**src/rtl/muldiv_pkg.sv**
```systemverilog
// Shared types for the MIPS multiply/divide unit: operation codes, FSM states
// and the two's-complement magnitude helper used during operand preparation.
package muldiv_pkg;

  localparam int MD_WIDTH = 32;

  typedef enum logic [1:0] {
    MULTU = 2'd0,
    MULT  = 2'd1,
    DIVU  = 2'd2,
    DIV   = 2'd3
  } op_e;

  // State literals carry an ST_ prefix so they cannot clash with the op_e names.
  typedef enum logic [1:0] {
    ST_IDLE = 2'd0,
    ST_MUL  = 2'd1,
    ST_DIV  = 2'd2,
    ST_FIX  = 2'd3
  } state_e;

  // Magnitude of a two's-complement value; the most negative value maps to itself,
  // which is still correct when the result is read as unsigned.
  function automatic logic [MD_WIDTH-1:0] abs_w(input logic [MD_WIDTH-1:0] v);
    return v[MD_WIDTH-1] ? -v : v;
  endfunction

endpackage

```
**src/rtl/muldiv_div_step.sv**
```systemverilog
// One combinational restoring-division step: subtract the divisor from the
// shifted partial remainder and keep the difference only when it did not borrow.
module muldiv_div_step #(
  parameter int W = 32
) (
  input  logic [W:0]   i_partial,
  input  logic [W-1:0] i_divisor,
  output logic [W-1:0] o_rem,
  output logic         o_qbit
);

  logic [W:0] w_diff;

  assign w_diff = i_partial - {1'b0, i_divisor};
  // The top bit of the W+1-bit difference is the borrow.
  assign o_qbit = ~w_diff[W];
  assign o_rem  = o_qbit ? w_diff[W-1:0] : i_partial[W-1:0];

endmodule

```
**src/rtl/muldiv_unit.sv**
```systemverilog
// Iterative MULT/MULTU/DIV/DIVU engine with MIPS HI/LO registers.
// Define MULDIV_FAST_MUL_EN to replace the shift-add multiplier with a single-cycle W x W multiply.
module muldiv_unit
  import muldiv_pkg::*;
#(
  parameter int DATA_WIDTH = MD_WIDTH
) (
  input  logic                  clk,
  input  logic                  reset,
  input  logic                  start,
  input  op_e                   op,
  input  logic [DATA_WIDTH-1:0] srcA,
  input  logic [DATA_WIDTH-1:0] srcB,
  input  logic                  hiWrite,
  input  logic                  loWrite,
  input  logic [DATA_WIDTH-1:0] wrData,
  output logic                  busy,
  output logic                  done,
  output logic                  divByZero,
  output logic [DATA_WIDTH-1:0] hi,
  output logic [DATA_WIDTH-1:0] lo
);

  localparam int W     = DATA_WIDTH;
  localparam int CNT_W = $clog2(W);

  state_e           r_state;
  logic [CNT_W-1:0] r_cnt;
  logic [W-1:0]     r_acc_hi;   // MUL: product high half; DIV: partial remainder
  logic [W-1:0]     r_acc_lo;   // MUL: product low half / multiplier; DIV: dividend -> quotient
  logic [W-1:0]     r_opnd;     // MUL: multiplicand magnitude; DIV: divisor magnitude
  logic             r_is_div;
  logic             r_neg_res;
  logic             r_neg_rem;
  logic             r_dbz;
  logic [W-1:0]     r_hi;
  logic [W-1:0]     r_lo;
  logic             r_done;
  logic             r_dbz_out;

  logic             w_is_signed;
  logic             w_start_div;
  logic [W-1:0]     w_a_mag;
  logic [W-1:0]     w_b_mag;
  logic [W-1:0]     w_step_rem;
  logic             w_step_qbit;
  logic [2*W-1:0]   w_prod;
  logic [2*W-1:0]   w_prod_fix;
  logic [W-1:0]     w_quot_fix;
  logic [W-1:0]     w_rem_fix;

  assign w_is_signed = (op == MULT) || (op == DIV);
  assign w_start_div = (op == DIVU) || (op == DIV);
  assign w_a_mag     = w_is_signed ? abs_w(srcA) : srcA;
  assign w_b_mag     = w_is_signed ? abs_w(srcB) : srcB;

  muldiv_div_step #(.W(W)) u_div_step (
    .i_partial (({r_acc_hi, r_acc_lo[W-1]})),
    .i_divisor (r_opnd),
    .o_rem     (w_step_rem),
    .o_qbit    (w_step_qbit)
  );

`ifdef MULDIV_FAST_MUL_EN
  logic [2*W-1:0] w_fast_prod;
  assign w_fast_prod = {{W{1'b0}}, r_opnd} * {{W{1'b0}}, r_acc_lo};
`else
  logic [W:0] w_mul_sum;
  assign w_mul_sum = {1'b0, r_acc_hi} + (r_acc_lo[0] ? {1'b0, r_opnd} : {(W+1){1'b0}});
`endif

  assign w_prod     = {r_acc_hi, r_acc_lo};
  assign w_prod_fix = r_neg_res ? -w_prod : w_prod;
  // With a zero divisor every step shifts a dividend bit into the remainder,
  // so after W steps it holds |srcA| and the dividend-sign fixup restores srcA.
  assign w_quot_fix = r_dbz ? {W{1'b1}} : (r_neg_res ? -r_acc_lo : r_acc_lo);
  assign w_rem_fix  = r_neg_rem ? -r_acc_hi : r_acc_hi;

  always_ff @(posedge clk or posedge reset) begin
    if (reset) begin
      r_state   <= ST_IDLE;
      r_cnt     <= '0;
      r_acc_hi  <= '0;
      r_acc_lo  <= '0;
      r_opnd    <= '0;
      r_is_div  <= 1'b0;
      r_neg_res <= 1'b0;
      r_neg_rem <= 1'b0;
      r_dbz     <= 1'b0;
      r_hi      <= '0;
      r_lo      <= '0;
      r_done    <= 1'b0;
      r_dbz_out <= 1'b0;
    end else begin
      // NOTE: non-blocking assignments keep every register reading pre-edge values,
      // so the order of statements below does not change the hardware.
      r_done    <= 1'b0;
      r_dbz_out <= 1'b0;
      case (r_state)
        ST_IDLE: begin
          if (hiWrite) r_hi <= wrData;
          if (loWrite) r_lo <= wrData;
          if (start) begin
            r_cnt     <= '0;
            r_acc_hi  <= '0;
            r_acc_lo  <= w_start_div ? w_a_mag : w_b_mag;
            r_opnd    <= w_start_div ? w_b_mag : w_a_mag;
            r_is_div  <= w_start_div;
            r_neg_res <= w_is_signed & (srcA[W-1] ^ srcB[W-1]);
            r_neg_rem <= w_is_signed & srcA[W-1];
            r_dbz     <= w_start_div && (srcB == '0);
            r_state   <= w_start_div ? ST_DIV : ST_MUL;
          end
        end
        ST_MUL: begin
`ifdef MULDIV_FAST_MUL_EN
          {r_acc_hi, r_acc_lo} <= w_fast_prod;
          r_state              <= ST_FIX;
`else
          r_acc_hi <= w_mul_sum[W:1];
          r_acc_lo <= {w_mul_sum[0], r_acc_lo[W-1:1]};
          r_cnt    <= r_cnt + CNT_W'(1);
          if (r_cnt == CNT_W'(W-1)) r_state <= ST_FIX;
`endif
        end
        ST_DIV: begin
          r_acc_hi <= w_step_rem;
          r_acc_lo <= {r_acc_lo[W-2:0], w_step_qbit};
          r_cnt    <= r_cnt + CNT_W'(1);
          if (r_cnt == CNT_W'(W-1)) r_state <= ST_FIX;
        end
        ST_FIX: begin
          if (r_is_div) begin
            r_hi <= w_rem_fix;
            r_lo <= w_quot_fix;
          end else begin
            {r_hi, r_lo} <= w_prod_fix;
          end
          r_done    <= 1'b1;
          r_dbz_out <= r_dbz;
          r_state   <= ST_IDLE;
        end
        default: r_state <= ST_IDLE;
      endcase
    end
  end

  assign busy      = (r_state != ST_IDLE);
  assign done      = r_done;
  assign divByZero = r_dbz_out;
  assign hi        = r_hi;
  assign lo        = r_lo;

endmodule

```
**config.mk**
```make
export PLATFORM = sky130hd
export DESIGN_NAME = muldiv_unit
export DESIGN_NICKNAME = d
export VERILOG_FILES = /design/src/rtl/muldiv_pkg.sv /design/src/rtl/muldiv_div_step.sv /design/src/rtl/muldiv_unit.sv
export SDC_FILE = /design/constraint.sdc
export NUM_CORES = 1
export LEC_CHECK = 0
export ABC_CLOCK_PERIOD_IN_PS = 6300
export BUFFER_PORTS_ARGS = -buffer_cell sky130_fd_sc_hd__buf_2
export CORE_ASPECT_RATIO = 0.5
export CORE_MARGIN = 2
export CORE_UTILIZATION = 55
export DETAILED_ROUTE_END_ITERATION = 10
export PLACE_DENSITY = 0.9
export SYNTH_ARGS = -nofsm -noshare
export SYNTH_HDL_FRONTEND = slang
export SYNTH_SLANG_ARGS = --single-unit
```
**constraint.sdc**
```tcl
create_clock -name clk -period 6.3 [get_ports clk]
set_input_delay 1.26 -clock clk [delete_from_list [all_inputs] [get_ports clk]]
set_output_delay 1.26 -clock clk [all_outputs]
set_load 0.05 [all_outputs]
```
---- Yosys cells after proc, flatten, opt, wreduce, memory -nomap -nowiden ----
Index checks and enable logic that the tools add are counted.
operators by class
  shift operators ......................... 0
  divide/modulo/power cells ............... 0
  multipliers ............................. 0
  reductions and logical operators ........ 16
  bitwise operators ....................... 4
  equality and inequality tests ........... 11
  magnitude comparators ................... 0
  add/subtract/negate cells ............... 8
  mux-type cells .......................... 30
operators with widths
  kind                                                             number
  32-bit two-way mux                                               17
  32-bit case mux with 3 select lines                              2
  32-bit negator                                                   4
  32-bit case mux with 2 select lines                              2
  64-bit two-way mux                                               1
  64-bit negator                                                   1
  32-bit by 32-bit adder with 33-bit output                        1
  33-bit by 32-bit subtractor with 33-bit output                   1
  32-bit logical NOT                                               1
  2-bit AND reduction                                              6
  5-bit case mux with 2 select lines                               1
  2-bit == test, second input constant                             4
  2-bit two-way mux                                                3
  2-bit != test, second input constant                             3
  2-bit case mux with 3 select lines                               1
  2-bit nonzero test                                               3
  5-bit by 1-bit adder with 5-bit output, second input constant    1
  5-bit == test, second input constant                             1
  5-bit two-way mux                                                1
  2-bit by 1-bit == test with 1-bit output, second input constant  2
  3-bit nonzero test                                               1
  1-bit AND                                                        2
  2-bit logical NOT                                                1
  1-bit logical OR                                                 2
  other kinds (6)                                                  7
storage, ports and cells
  memories ................................ 0
  RAM bits ................................ 0
  bits in latches ......................... 0
  ROM bits ................................ 0
  register bits after elaboration ......... 173

---- Depth between registers and ports, before layout ----
  word-level depth ........................ 6
  mapped depth ............................ 14

---- By module ----
A second synthesis with hierarchy kept.
unflattened totals
  cells, all modules ...................... 1945
  area total of the unflattened synthesis .. 15606.2 um2
modules (own cells, without submodules)
  module           sequential area each (um2)  instances  area an instance (um2)  cells each
  muldiv_unit      4329.2                      1          13247.7                 1640
  muldiv_div_step  0.0                         1          2358.5                  305

---- Worst setup path before layout ----
Ideal clock, no wire load.
  kind .................................... input to register
  start ................................... input srcA[2]
  end ..................................... register r_opnd[29]
  stages on the path ...................... 8
  slack ................................... 2.915 ns
  required time ........................... 6.175 ns
  arrival ................................. 3.260 ns
  library setup time ...................... 0.125 ns
  cells stage by stage .................... or4_1 or3_1 and2b_1 a21oi_1 a21oi_1 xor2_1 a21oi_1 mux2_2
on the way
  cells in the longest elaborated chain, start to end .. 4
RTL lines
  element               RTL line            RTL
  start, declared       muldiv_unit.sv:12   input logic [DATA_WIDTH-1:0] srcA,
  32-bit negator        muldiv_pkg.sv:25    return v[MD_WIDTH-1] ? -v : v;
  32-bit two-way mux    muldiv_pkg.sv:25
  32-bit two-way mux    muldiv_unit.sv:54   assign w_a_mag = w_is_signed ? abs_w(srcA) : srcA;
  32-bit two-way mux    muldiv_unit.sv:107  r_opnd <= w_start_div ? w_b_mag : w_a_mag;
  end signal, assigned  muldiv_unit.sv:107
  end, declared         muldiv_unit.sv:31   logic [W-1:0] r_opnd;
Every way passes these cells.
A chain may end at the register's enable or synchronous reset.

---- Final worst setup path ----
  start ................................... register r_acc_lo[31]
  end ..................................... register r_acc_hi[28]
on the way
  cells in the longest elaborated chain, start to end .. 3
RTL lines
  element                                         RTL line               RTL
  start, declared                                 muldiv_unit.sv:30      logic [W-1:0] r_acc_lo;
  start signal, assigned                          muldiv_unit.sv:106     r_acc_lo <= w_start_div ? w_a_mag : w_b_mag;
  start signal, assigned                          muldiv_unit.sv:121     r_acc_lo <= {w_mul_sum[0], r_acc_lo[W-1:1]};
  start signal, assigned                          muldiv_unit.sv:128     r_acc_lo <= {r_acc_lo[W-2:0], w_step_qbit};
  33-bit by 32-bit subtractor with 33-bit output  muldiv_div_step.sv:14  assign w_diff = i_partial - {1'b0, i_divisor};
  32-bit two-way mux                              muldiv_div_step.sv:17  assign o_rem = o_qbit ? w_diff[W-1:0] : i_partial[W-1:0];
  32-bit case mux with 3 select lines             muldiv_unit.sv:99      case (r_state)
  end signal, assigned                            muldiv_unit.sv:120     r_acc_hi <= w_mul_sum[W:1];
  end signal, assigned                            muldiv_unit.sv:127     r_acc_hi <= w_step_rem;
  end, declared                                   muldiv_unit.sv:29      logic [W-1:0] r_acc_hi;
Every way passes these cells.

==> key figures <==
Status
  – Run status: finished clean

STA
  – Final worst setup slack: 1.913 ns
  – Sum Neg Setup Slack: 0 ns
  – Fin crit share: 69.63%
  – Slew headroom: 20.10%
  – RSZ-0062 raised after global routing: no
  – Hold WS: 0.4776 ns
  – Final Setup Violations: 0
  – Final Hold Vio Count: 0
  – Min Tclk post-route: 4.387 ns
  – Max-slew violations: 0
  – Clk_skew: 0.01043 ns
  – Max Fclk: 0.2280 GHz
  – Worst slew pin tran: 1.196 ns

Finish
  – Final design utilization: 62.06%
  – Final Instance Area: 16400 um^2
  – Syn-to-layout area delta: 11.02%
  – Nets: 2158
  – Register cell area after layout: 4329 um^2
  – Filler cell count: 2253
  – Antenna diodes: 0
  – Share of cells above drive strength 1: 12.71%
  – Final std cells w/o fill: 2343
  – Multi-input logic area: 9791 um^2

Floorplan
  – Row count: 42
  – Chip width: 235.8 um
  – Die area: 28270 um^2
  – Core Area: 26430 um^2
  – Io pins: 170
  – Die height: 119.9 um
  – Initial Util: 55.90%

Power and ir drop
  – Worst vdd ir: 0.3750 mV
  – Final Power: 10.69 mW
  – Cell Pwr Density: 651.8 nW/um^2
  – Leak: 7.267 nW

Drt
  – DR WL/cell: 21.68 um
  – Post-route ant nets: 0
  – Post-route DRC violation count: 0
  – Via-per-instance ratio: 6.625
  – Final WL: 50790 um
  – Routed via count: 15522
  – DR iter-0 viols: 2355
  – TritonRoute pass-1 iters: 8

CTS
  – Hold Buf Count CTS: 0
  – CTS tree: yes
  – CTS Buf Count: 17
  – Clk_lat worst skew: 0.45 ns
  – H-tree Lvls: 4
  – Post-CTS sizing: 0
  – Worst-path clk slew: 0.07 ns
  – Setup bufs post-CTS: 0
  – CTS sink count: 173
  – Max Root-Sink Buffers: 2
  – Clock root buffer: clkbuf_16

Synth
  – Cell variety after synth: 81
  – Synth top area cells: dfrtp_1 (29%), o21ai_0 (6.9%), ha_1 (6.3%)
  – Fraction of registers with async set/reset: 100.0%
  – Seq/Total Area, Yosys: 29.30%
  – Top-count cell post-synth: nand2_1
  – Synth Warn #: 0
  – Syn Area/Cell: 7.834 um^2
  – Flops & latches, synth: 173
  – Syn nets: 2065
  – Post-synth EDFFs: 0
  – Leading area contributor after synthesis: dfrtp_1
  – Synth top area share: 29.30%
  – Synth Instances: 1886
  – Synth Flop Type: dfrtp_1
  – Synthesized cell area: 14780 um^2
  – Synth top cells by count: nand2_1 (206), o21ai_0 (204), a21oi_1 (184)

Global route
  – Remaining Overflow, GRT: 0
  – Antenna violations before repair: 0
  – First-pass GRT wire length: 78240 um
  – Vias in the first global route: 14169
  – Tot GR Track Use: 35.43%
  – Largest net degree at the start of global routing: 86

Placement
  – Final Wtd Congestion: 0.9978
  – Post-DP Area: 15800 um^2
  – Inst Count DP: 2312
  – HPWL Detailed: 38230 um
  – IO buf count: 169
  – Place WS: 2.143 ns

Critical path
  – Type of destination of the critical path: register
  – Critical Path Start Type: register
  – Crit path arrival time: 4.78 ns
  – R2R Setup Slk: 1.91 ns
  – Setup CP Type: register to register
  – CP max FO: 17
  – WP data required: 6.69 ns

Flow run
  – Max-cap violations: 0

Hold path
  – Min-delay worst type: register to register
[cell families (layout without fill, tap and decap cells)]
family	after synthesis	count (layout)	share of synthesized area, %
AOI/OAI and AO/OA	652	652	27.01
xor gates and xnor gates	174	174	10.31
adders and majority gates	76	76	6.537
buffers and inverters	178	283	4.717
DFF	173	173	29.30
muxes	52	52	3.557
and+or+nand+nor	581	581	18.56
[layout by cell type, fill, tap and decap left out, types with 22 or more instances in the layout]
cell,n
o21ai_0,204
nand2b_1,25
a21o_1,23
mux2i_1,48
xor2_1,76
a221o_1,28
buf_2,168
a21oi_1,182
nand2_1,205
o22ai_1,35
ha_1,73
dfrtp_1,173
o31ai_1,22
nor3_1,33
xnor2_1,98
nor2_1,172
inv_1,62
or3_1,22
[power by group]
group	leakage [nW]	total, mW	switching (mW)	internal (mW)
registers	2.16	2.38	0.755	1.63
clock network	0.301	1.14	0.504	0.632
logic	4.81	7.17	4.77	2.40
[routing by layer]
layer / track usage (%) / share of wire [%] / routed length, um / vias to the layer above
li1: - / - / - / 7001
met1: 47.96 / 39 / 20010 / 7317
met2: 52.70 / 42 / 21410 / 1030
met3: 10.86 / 14 / 7128 / 172
met4: 14.97 / 4.4 / 2223 / 2
met5: 0 / 0.043 / 22 / -
[worst paths after layout]
kind | start | endpoint | cells past startpoint
setup / recovery | r_acc_lo[31] | r_acc_hi[28] | 12
hold / removal | lo[14] | lo[14] | 2
setup reg to reg | r_acc_lo[31] | r_acc_hi[28] | 12
hold reg to reg | lo[14] | lo[14] | 2
max in group asynchronous | reset | r_opnd[4] | 3
min in group asynchronous | reset | lo[18] | 2
[worst max-delay path, stage by stage (launching register included)]
cell and delay, ns:
dfrtp_1 0.45, inv_1 0.10, ha_1 0.23, fa_1 0.43
nand2b_1 0.19, a21oi_1 0.24, o21ai_1 0.17, a311oi_1 0.37
nor4_1 0.16, nor3_4 0.83, nand3_1 0.58, o22ai_1 0.41
a221o_1 0.17
[state kept, by name, indices dropped and copies added, names as in the netlist, 2 cells and up]
register	flops
hi	32
r_cnt	5
r_state	2
r_acc_lo	32
r_opnd	32
lo	32
r_acc_hi	32
[cell type report]
class / instances / share of cell area [%]
clock buffers: 17 / 2.593
well taps: 352 / 2.685
repair buffers: 188 / 6.041
clock inverters: 14 / 1.106
flip-flops and latches: 173 / 26.39
inverters: 64 / 1.495
multi-input cells: 1535 / 59.69
No activity file was read; power rests on OpenSTA's default activity.
